$ cat config.mk
export PLATFORM = sky130hd
export DESIGN_NAME = sub_share_arbiter_flat
export DESIGN_NICKNAME = d
export VERILOG_FILES = /design/src/rtl/sub_share_arbiter_if.sv /design/src/rtl/sub_share_arbiter.sv /design/src/flat_wrapper.sv
export SDC_FILE = /design/constraint.sdc
export NUM_CORES = 1
export LEC_CHECK = 0
export ABC_AREA = 1
export CORE_MARGIN = 5
export CORE_UTILIZATION = 47
export CTS_CLUSTER_SIZE = 14
export DETAILED_ROUTE_END_ITERATION = 10
export GPL_TIMING_DRIVEN = 0
export PLACE_DENSITY = 0.89
export SETUP_SLACK_MARGIN = 0.15
export SLEW_MARGIN = 20
export SYNTH_ARGS = -nofsm -noshare
export SYNTH_HDL_FRONTEND = slang
export SYNTH_SLANG_ARGS = --single-unit
$ cat constraint.sdc
create_clock -name clk -period 4.6 [get_ports clk]
set_input_delay 0.92 -clock clk [delete_from_list [all_inputs] [get_ports clk]]
set_output_delay 0.92 -clock clk [all_outputs]
set_load 0.01 [all_outputs]
$ cat src/rtl/sub_share_arbiter_if.sv
// Requester-side bus of the shared subtractor arbiter.
// Carries the per-requester request, mode and operand vectors toward the arbiter,
// and the acknowledge, result, borrow, busy and grant index back to the requesters.
// master: the game-logic requesters. slave: sub_share_arbiter.
interface sub_share_arbiter_if #(
    parameter int unsigned NREQ = 4
);
    localparam int unsigned DW = 10;
    localparam int unsigned GW = 3;

    logic [NREQ-1:0]    req;
    logic [NREQ-1:0]    absmode;
    logic [NREQ*DW-1:0] a_in;
    logic [NREQ*DW-1:0] b_in;
    logic [NREQ-1:0]    ack;
    logic [DW-1:0]      result;
    logic               borrow;
    logic               busy;
    logic [GW-1:0]      gnt_id;

    modport master (
        output req, absmode, a_in, b_in,
        input  ack, result, borrow, busy, gnt_id
    );

    modport slave (
        input  req, absmode, a_in, b_in,
        output ack, result, borrow, busy, gnt_id
    );
endinterface

$ cat src/rtl/sub_share_arbiter.sv
// Round-robin arbiter and sequencer sharing one 10-bit subtractor (D = A - B mod 1024)
// between NREQ requesters. An abs-mode request with A < B takes a second pass
// through the same subtractor with swapped operands.
// Ports:
//   clk     - system clock, rising edge
//   resetn  - asynchronous active-low reset
//   bus     - slave side of sub_share_arbiter_if (req/absmode/a_in/b_in in,
//             ack/result/borrow/busy/gnt_id out, all outputs registered)
module sub_share_arbiter #(
    parameter int unsigned NREQ = 4
) (
    input  logic                  clk,
    input  logic                  resetn,
    sub_share_arbiter_if.slave    bus
);
    localparam int unsigned DW = 10;
    localparam int unsigned GW = 3;

    typedef enum logic [1:0] {
        IDLE = 2'd0,
        CALC = 2'd1,
        SWAP = 2'd2,
        RESP = 2'd3
    } state_t;

    state_t          state_q, state_nx;
    logic [DW-1:0]   a_q, a_nx;
    logic [DW-1:0]   b_q, b_nx;
    logic            abs_q, abs_nx;
    logic [GW-1:0]   last_q, last_nx;
    logic [DW-1:0]   result_q, result_nx;
    logic            borrow_q, borrow_nx;
    logic [NREQ-1:0] ack_q, ack_nx;
    logic            busy_q, busy_nx;

    logic [DW-1:0]   sub_a_c, sub_b_c, sub_d_c;
    logic            a_lt_b_c;
    logic            win_found_c;
    logic [GW-1:0]   win_idx_c;
    logic [DW-1:0]   win_a_c, win_b_c;
    logic            win_abs_c;
    int unsigned     best_c;

    // Distance of requester idx from the round-robin start point (last+1).
    function automatic int unsigned rr_dist(input int unsigned idx, input logic [GW-1:0] last);
        return (idx + NREQ - 1 - 32'(last)) % NREQ;
    endfunction

    // Operand mux: the SWAP pass feeds B, A to the subtractor.
    always_comb begin : operand_mux
        sub_a_c = a_q;
        sub_b_c = b_q;
        if (state_q == SWAP) begin
            sub_a_c = b_q;
            sub_b_c = a_q;
        end
    end

    // The shared subtractor; wraps modulo 1024.
    assign sub_d_c  = sub_a_c - sub_b_c;
    assign a_lt_b_c = (a_q < b_q);

    // Round-robin winner: smallest distance from last grant + 1, with wrap.
    always_comb begin : rr_pick
        best_c    = NREQ;
        win_idx_c = last_q;
        win_a_c   = '0;
        win_b_c   = '0;
        win_abs_c = 1'b0;
        for (int unsigned i = 0; i < NREQ; i++) begin
            if (bus.req[i] && (rr_dist(i, last_q) < best_c)) begin
                best_c    = rr_dist(i, last_q);
                win_idx_c = GW'(i);
                win_a_c   = bus.a_in[i*DW +: DW];
                win_b_c   = bus.b_in[i*DW +: DW];
                win_abs_c = bus.absmode[i];
            end
        end
    end

    assign win_found_c = |bus.req;

    // Next state and next register values.
    always_comb begin : fsm_next
        state_nx  = state_q;
        a_nx      = a_q;
        b_nx      = b_q;
        abs_nx    = abs_q;
        last_nx   = last_q;
        result_nx = result_q;
        borrow_nx = borrow_q;
        ack_nx    = '0;

        case (state_q)
            IDLE: begin
                if (win_found_c) begin
                    a_nx     = win_a_c;
                    b_nx     = win_b_c;
                    abs_nx   = win_abs_c;
                    last_nx  = win_idx_c;
                    state_nx = CALC;
                end
            end
            CALC: begin
                result_nx = sub_d_c;
                borrow_nx = a_lt_b_c;
                state_nx  = (abs_q && a_lt_b_c) ? SWAP : RESP;
            end
            SWAP: begin
                result_nx = sub_d_c;
                borrow_nx = 1'b1;
                state_nx  = RESP;
            end
            RESP: begin
                state_nx = IDLE;
            end
            default: begin
                state_nx = IDLE;
            end
        endcase

        // Ack is registered, so it is raised on the edge that enters RESP.
        for (int unsigned i = 0; i < NREQ; i++) begin
            if ((state_nx == RESP) && (last_q == GW'(i))) begin
                ack_nx[i] = 1'b1;
            end
        end

        busy_nx = (state_nx != IDLE);
    end

    // State and datapath registers.
    always_ff @(posedge clk or negedge resetn) begin : regs
        if (!resetn) begin
            state_q  <= IDLE;
            a_q      <= '0;
            b_q      <= '0;
            abs_q    <= 1'b0;
            last_q   <= GW'(NREQ - 1);
            result_q <= '0;
            borrow_q <= 1'b0;
            ack_q    <= '0;
            busy_q   <= 1'b0;
        end else begin
            state_q  <= state_nx;
            a_q      <= a_nx;
            b_q      <= b_nx;
            abs_q    <= abs_nx;
            last_q   <= last_nx;
            result_q <= result_nx;
            borrow_q <= borrow_nx;
            ack_q    <= ack_nx;
            busy_q   <= busy_nx;
        end
    end

    assign bus.ack    = ack_q;
    assign bus.result = result_q;
    assign bus.borrow = borrow_q;
    assign bus.busy   = busy_q;
    assign bus.gnt_id = last_q;
endmodule

$ cat src/flat_wrapper.sv
// flat-port wrapper written by rule: the top's interface ports become plain ports
module sub_share_arbiter_flat 
#(
    parameter int unsigned NREQ = 4
)
  (clk, resetn, bus_req, bus_absmode, bus_a_in, bus_b_in, bus_ack, bus_result, bus_borrow, bus_busy, bus_gnt_id);
  sub_share_arbiter_if #(.NREQ(NREQ)) bus_i ();
  input  logic clk;
  input  logic resetn;
  input wire logic [$bits(bus_i.req)-1:0] bus_req;
  input wire logic [$bits(bus_i.absmode)-1:0] bus_absmode;
  input wire logic [$bits(bus_i.a_in)-1:0] bus_a_in;
  input wire logic [$bits(bus_i.b_in)-1:0] bus_b_in;
  output wire logic [$bits(bus_i.ack)-1:0] bus_ack;
  output wire logic [$bits(bus_i.result)-1:0] bus_result;
  output wire logic [$bits(bus_i.borrow)-1:0] bus_borrow;
  output wire logic [$bits(bus_i.busy)-1:0] bus_busy;
  output wire logic [$bits(bus_i.gnt_id)-1:0] bus_gnt_id;
  assign bus_i.req = bus_req;
  assign bus_i.absmode = bus_absmode;
  assign bus_i.a_in = bus_a_in;
  assign bus_i.b_in = bus_b_in;
  assign bus_ack = bus_i.ack;
  assign bus_result = bus_i.result;
  assign bus_borrow = bus_i.borrow;
  assign bus_busy = bus_i.busy;
  assign bus_gnt_id = bus_i.gnt_id;
  sub_share_arbiter #(.NREQ(NREQ)) u_core (.clk(clk), .resetn(resetn), .bus(bus_i));
endmodule
==> flow_summary.json <==
{
  "fin_ws_ns": 0.593,
  "cpMostUsedCell": "nand2_1",
  "vias": 3771,
  "antenna_cells": 0,
  "setup_violations": 0,
  "numPortBuffers": 106,
  "synth_top_cell_by_area": "dfrtp_1",
  "ir_worst_vdd_mv": 0.245,
  "grt_pass1_vias": 3852,
  "grt.overflow.total": 0,
  "crit_arrival_ns": 4.20,
  "drt_first_pass_iters": 5,
  "syn_area_um2": 3410,
  "synth_top_family_by_area": "simple AND/OR/NAND/NOR gates",
  "cts-buffers-inserted": 5,
  "synth_edf_count": 0,
  "placed_area_um2": 4610,
  "grt_use_total_pct": 22.6,
  "synthFlopType": "dfrtp_1",
  "post_cts_resized": 0,
  "cts-root-buf": "clkbuf_8",
  "critPathCaptureType": "flip-flop",
  "fmax_mhz": 250,
  "synth-async-reset-ratio_pct": 100,
  "clkTransAtPathRegs_ns": 0.09,
  "stdcell_area_um2": 4720,
  "place_ws_ns": 0.303,
  "register_area_um2": 1030,
  "clkLatencyLatePin_ns": 0.29,
  "cts.path.max_buffers": 2,
  "cp_cell_sequence": "clkdlybuf4s50_1 > nand3_1 > inv_1 > buf_2 > a21oi_1 > ha_1 > nand2_1 > nand2_1 > nand2_1 > nand2_1 > buf_4 > buf_4 > nand2_1 > o21ai_0 > ha_1 > nand2_1 > nand2_1 > nand2_2 > buf_2 > nand3_1 > nand3_1 > nand2_1",
  "synth-compound-area-share_pct": 5.80,
  "cts-hold-fix-buffers": 0,
  "die_area_um2": 9060,
  "yosys_warnings": 0,
  "min_period_ns": 4.01,
  "cts_setup_buffers": 0,
  "ioPinCount": 109,
  "drive_gt1_share_pct": 5.86,
  "antenna_found_initial": 0,
  "ys_ff_latch": 41,
  "via_per_inst": 5.04,
  "finalSetupTns_ns": 0,
  "start_util_pct": 47.5,
  "routed_wl_um": 9630,
  "status": "complete, no violations",
  "syn_inst": 534,
  "die_w_um": 95.2,
  "yosys.area_share.simple_pct": 40.3,
  "cp-start-kind": "input pin",
  "min_path_type": "flip-flop to flip-flop",
  "nFillCells": 618,
  "fin_nets": 759,
  "synth_top_cell_area_share_pct": 28.6,
  "power_density_nw_per_um2": 698,
  "cap_violations": 0,
  "cp.required_ns": 4.79,
  "total_power_mw": 3.30,
  "grt_max_degree": 31,
  "synth_common_cells": "nand2_1, nand3_1, inv_1",
  "synth_fa_ha_area_share_pct": 7.71,
  "rsz0062_at_grt": "no",
  "finalHoldViolCount": 0,
  "syn_to_final_growth_pct": 38.6,
  "yosysSeqAreaShare_pct": 30.2,
  "cts_max_level": 2,
  "fin_crit_sh_pct": 87.1,
  "synthTopCellsByArea": "dfrtp_1, nand2_1, nand3_1",
  "crit_type": "input pin to flip-flop",
  "place.detailed.hpwl_um": 8100,
  "grt_first_pass_wirelength_um": 16600,
  "synth_xor_area_share_pct": 0.771,
  "hold_ws_ns": 0.473,
  "skew_ns": 0.00707,
  "cts_tree": "built",
  "final_util_pct": 65.8,
  "r2r_setup_slack_ns": 0.59,
  "num_rows": 31,
  "syn_nets": 645,
  "clock-sinks": 41,
  "drt-initial-drc-count": 140,
  "core_um2": 7180,
  "multiInputGateArea_um2": 1860,
  "drc_errors": 0,
  "postRouteAntennaNets": 0,
  "maxSlewViolCount": 0,
  "syn_avg_cell_area_um2": 6.38,
  "dpl.cell_count": 740,
  "leakage_nw": 2.49,
  "synth_cell_types": 25,
  "yosysMostFrequentCell": "nand2_1",
  "synth_mux_area_share_pct": 0,
  "slowest_stage": "clkdlybuf4s50_1",
  "slowest_delay_ns": 0.49,
  "wl_per_cell_um": 12.9,
  "die_h_um": 95.2,
  "worstPathMaxFanout": 10,
  "place_congestion": 0.909,
  "fin_cells": 748
}
cell type report:
class	count	share of cell area [%]
inverter	94	7.47
clock buffer	5	1.46
multi-input combinational	371	39.5
tap	99	2.62
buffer	28	3.47
timing repair buffer	107	22.8
sequential	41	21.8
clock inverter	3	0.980
kinds of logic after synthesis:
family / Yosys count
other: 1
xor gates and xnor gates: 3
AOI/OAI and AO/OA: 37
buffers and inverters: 122
DFF: 41
and+or+nand+nor: 309
adders and majority gates: 21
final timing paths:
check,start,end,cells past startpoint
max,bus_req[1],u_core.a_q[8]$_DFFE_PN0P_,22
min,u_core.bus.result[1]$_DFFE_PN0P_,u_core.bus.result[1]$_DFFE_PN0P_,2
min reg2reg,u_core.bus.result[1]$_DFFE_PN0P_,u_core.bus.result[1]$_DFFE_PN0P_,2
max in group asynchronous,resetn,u_core.bus.gnt_id[0]$_DFFE_PN1P_,2
max reg2reg,u_core.bus.gnt_id[0]$_DFFE_PN1P_,u_core.a_q[8]$_DFFE_PN0P_,24
min in group asynchronous,resetn,u_core.bus.result[3]$_DFFE_PN0P_,1
registers in the layout, indices dropped and copies added, names as in the netlist:
name               cells
u_core.a_q            10
u_core.abs_q           1
u_core.b_q            10
u_core.bus.ack         4
u_core.bus.borrow      1
u_core.bus.busy        1
u_core.bus.gnt_id      2
u_core.bus.result     10
u_core.state_q         2
power breakdown:
group          leakage, nW  switching [mW]  total (mW)  internal [mW]
Combinational         1.93            1.40        2.32          0.919
Clock               0.0543           0.133       0.296          0.162
Sequential           0.502           0.132       0.684          0.553
cells in the final DEF, fill, tap and decap left out, types with 6 or more instances in the layout:
master | synthesis | layout
a21oi_1 | 6 | 6
buf_4 | 6 | 6
inv_1 | 91 | 91
ha_1 | 21 | 21
nand3_1 | 109 | 109
nand4_1 | 24 | 24
clkbuf_1 | 8 | 8
dfrtp_1 | 39 | 39
o21ai_0 | 23 | 23
nor2_1 | 14 | 14
clkdlybuf4s50_1 | 0 | 105
buf_2 | 11 | 12
nand2_1 | 154 | 154
critical path: cells and delay by family:
kind	cells	cell delay, ns
buf+inv	6	1.51
simple gates	12	1.02
fa+ha+maj	2	0.56
compound gates	2	0.19
layer usage:
metal  vias up  track usage [%]  part of all wire, %
met5         -                0                    0
met4         0             6.97                  2.4
met3        27             7.26                  8.9
met2       160             40.1                   48
met1      1644             25.7                   41
li1       1940                -                    -
Power figures use the tool's default switching activity.
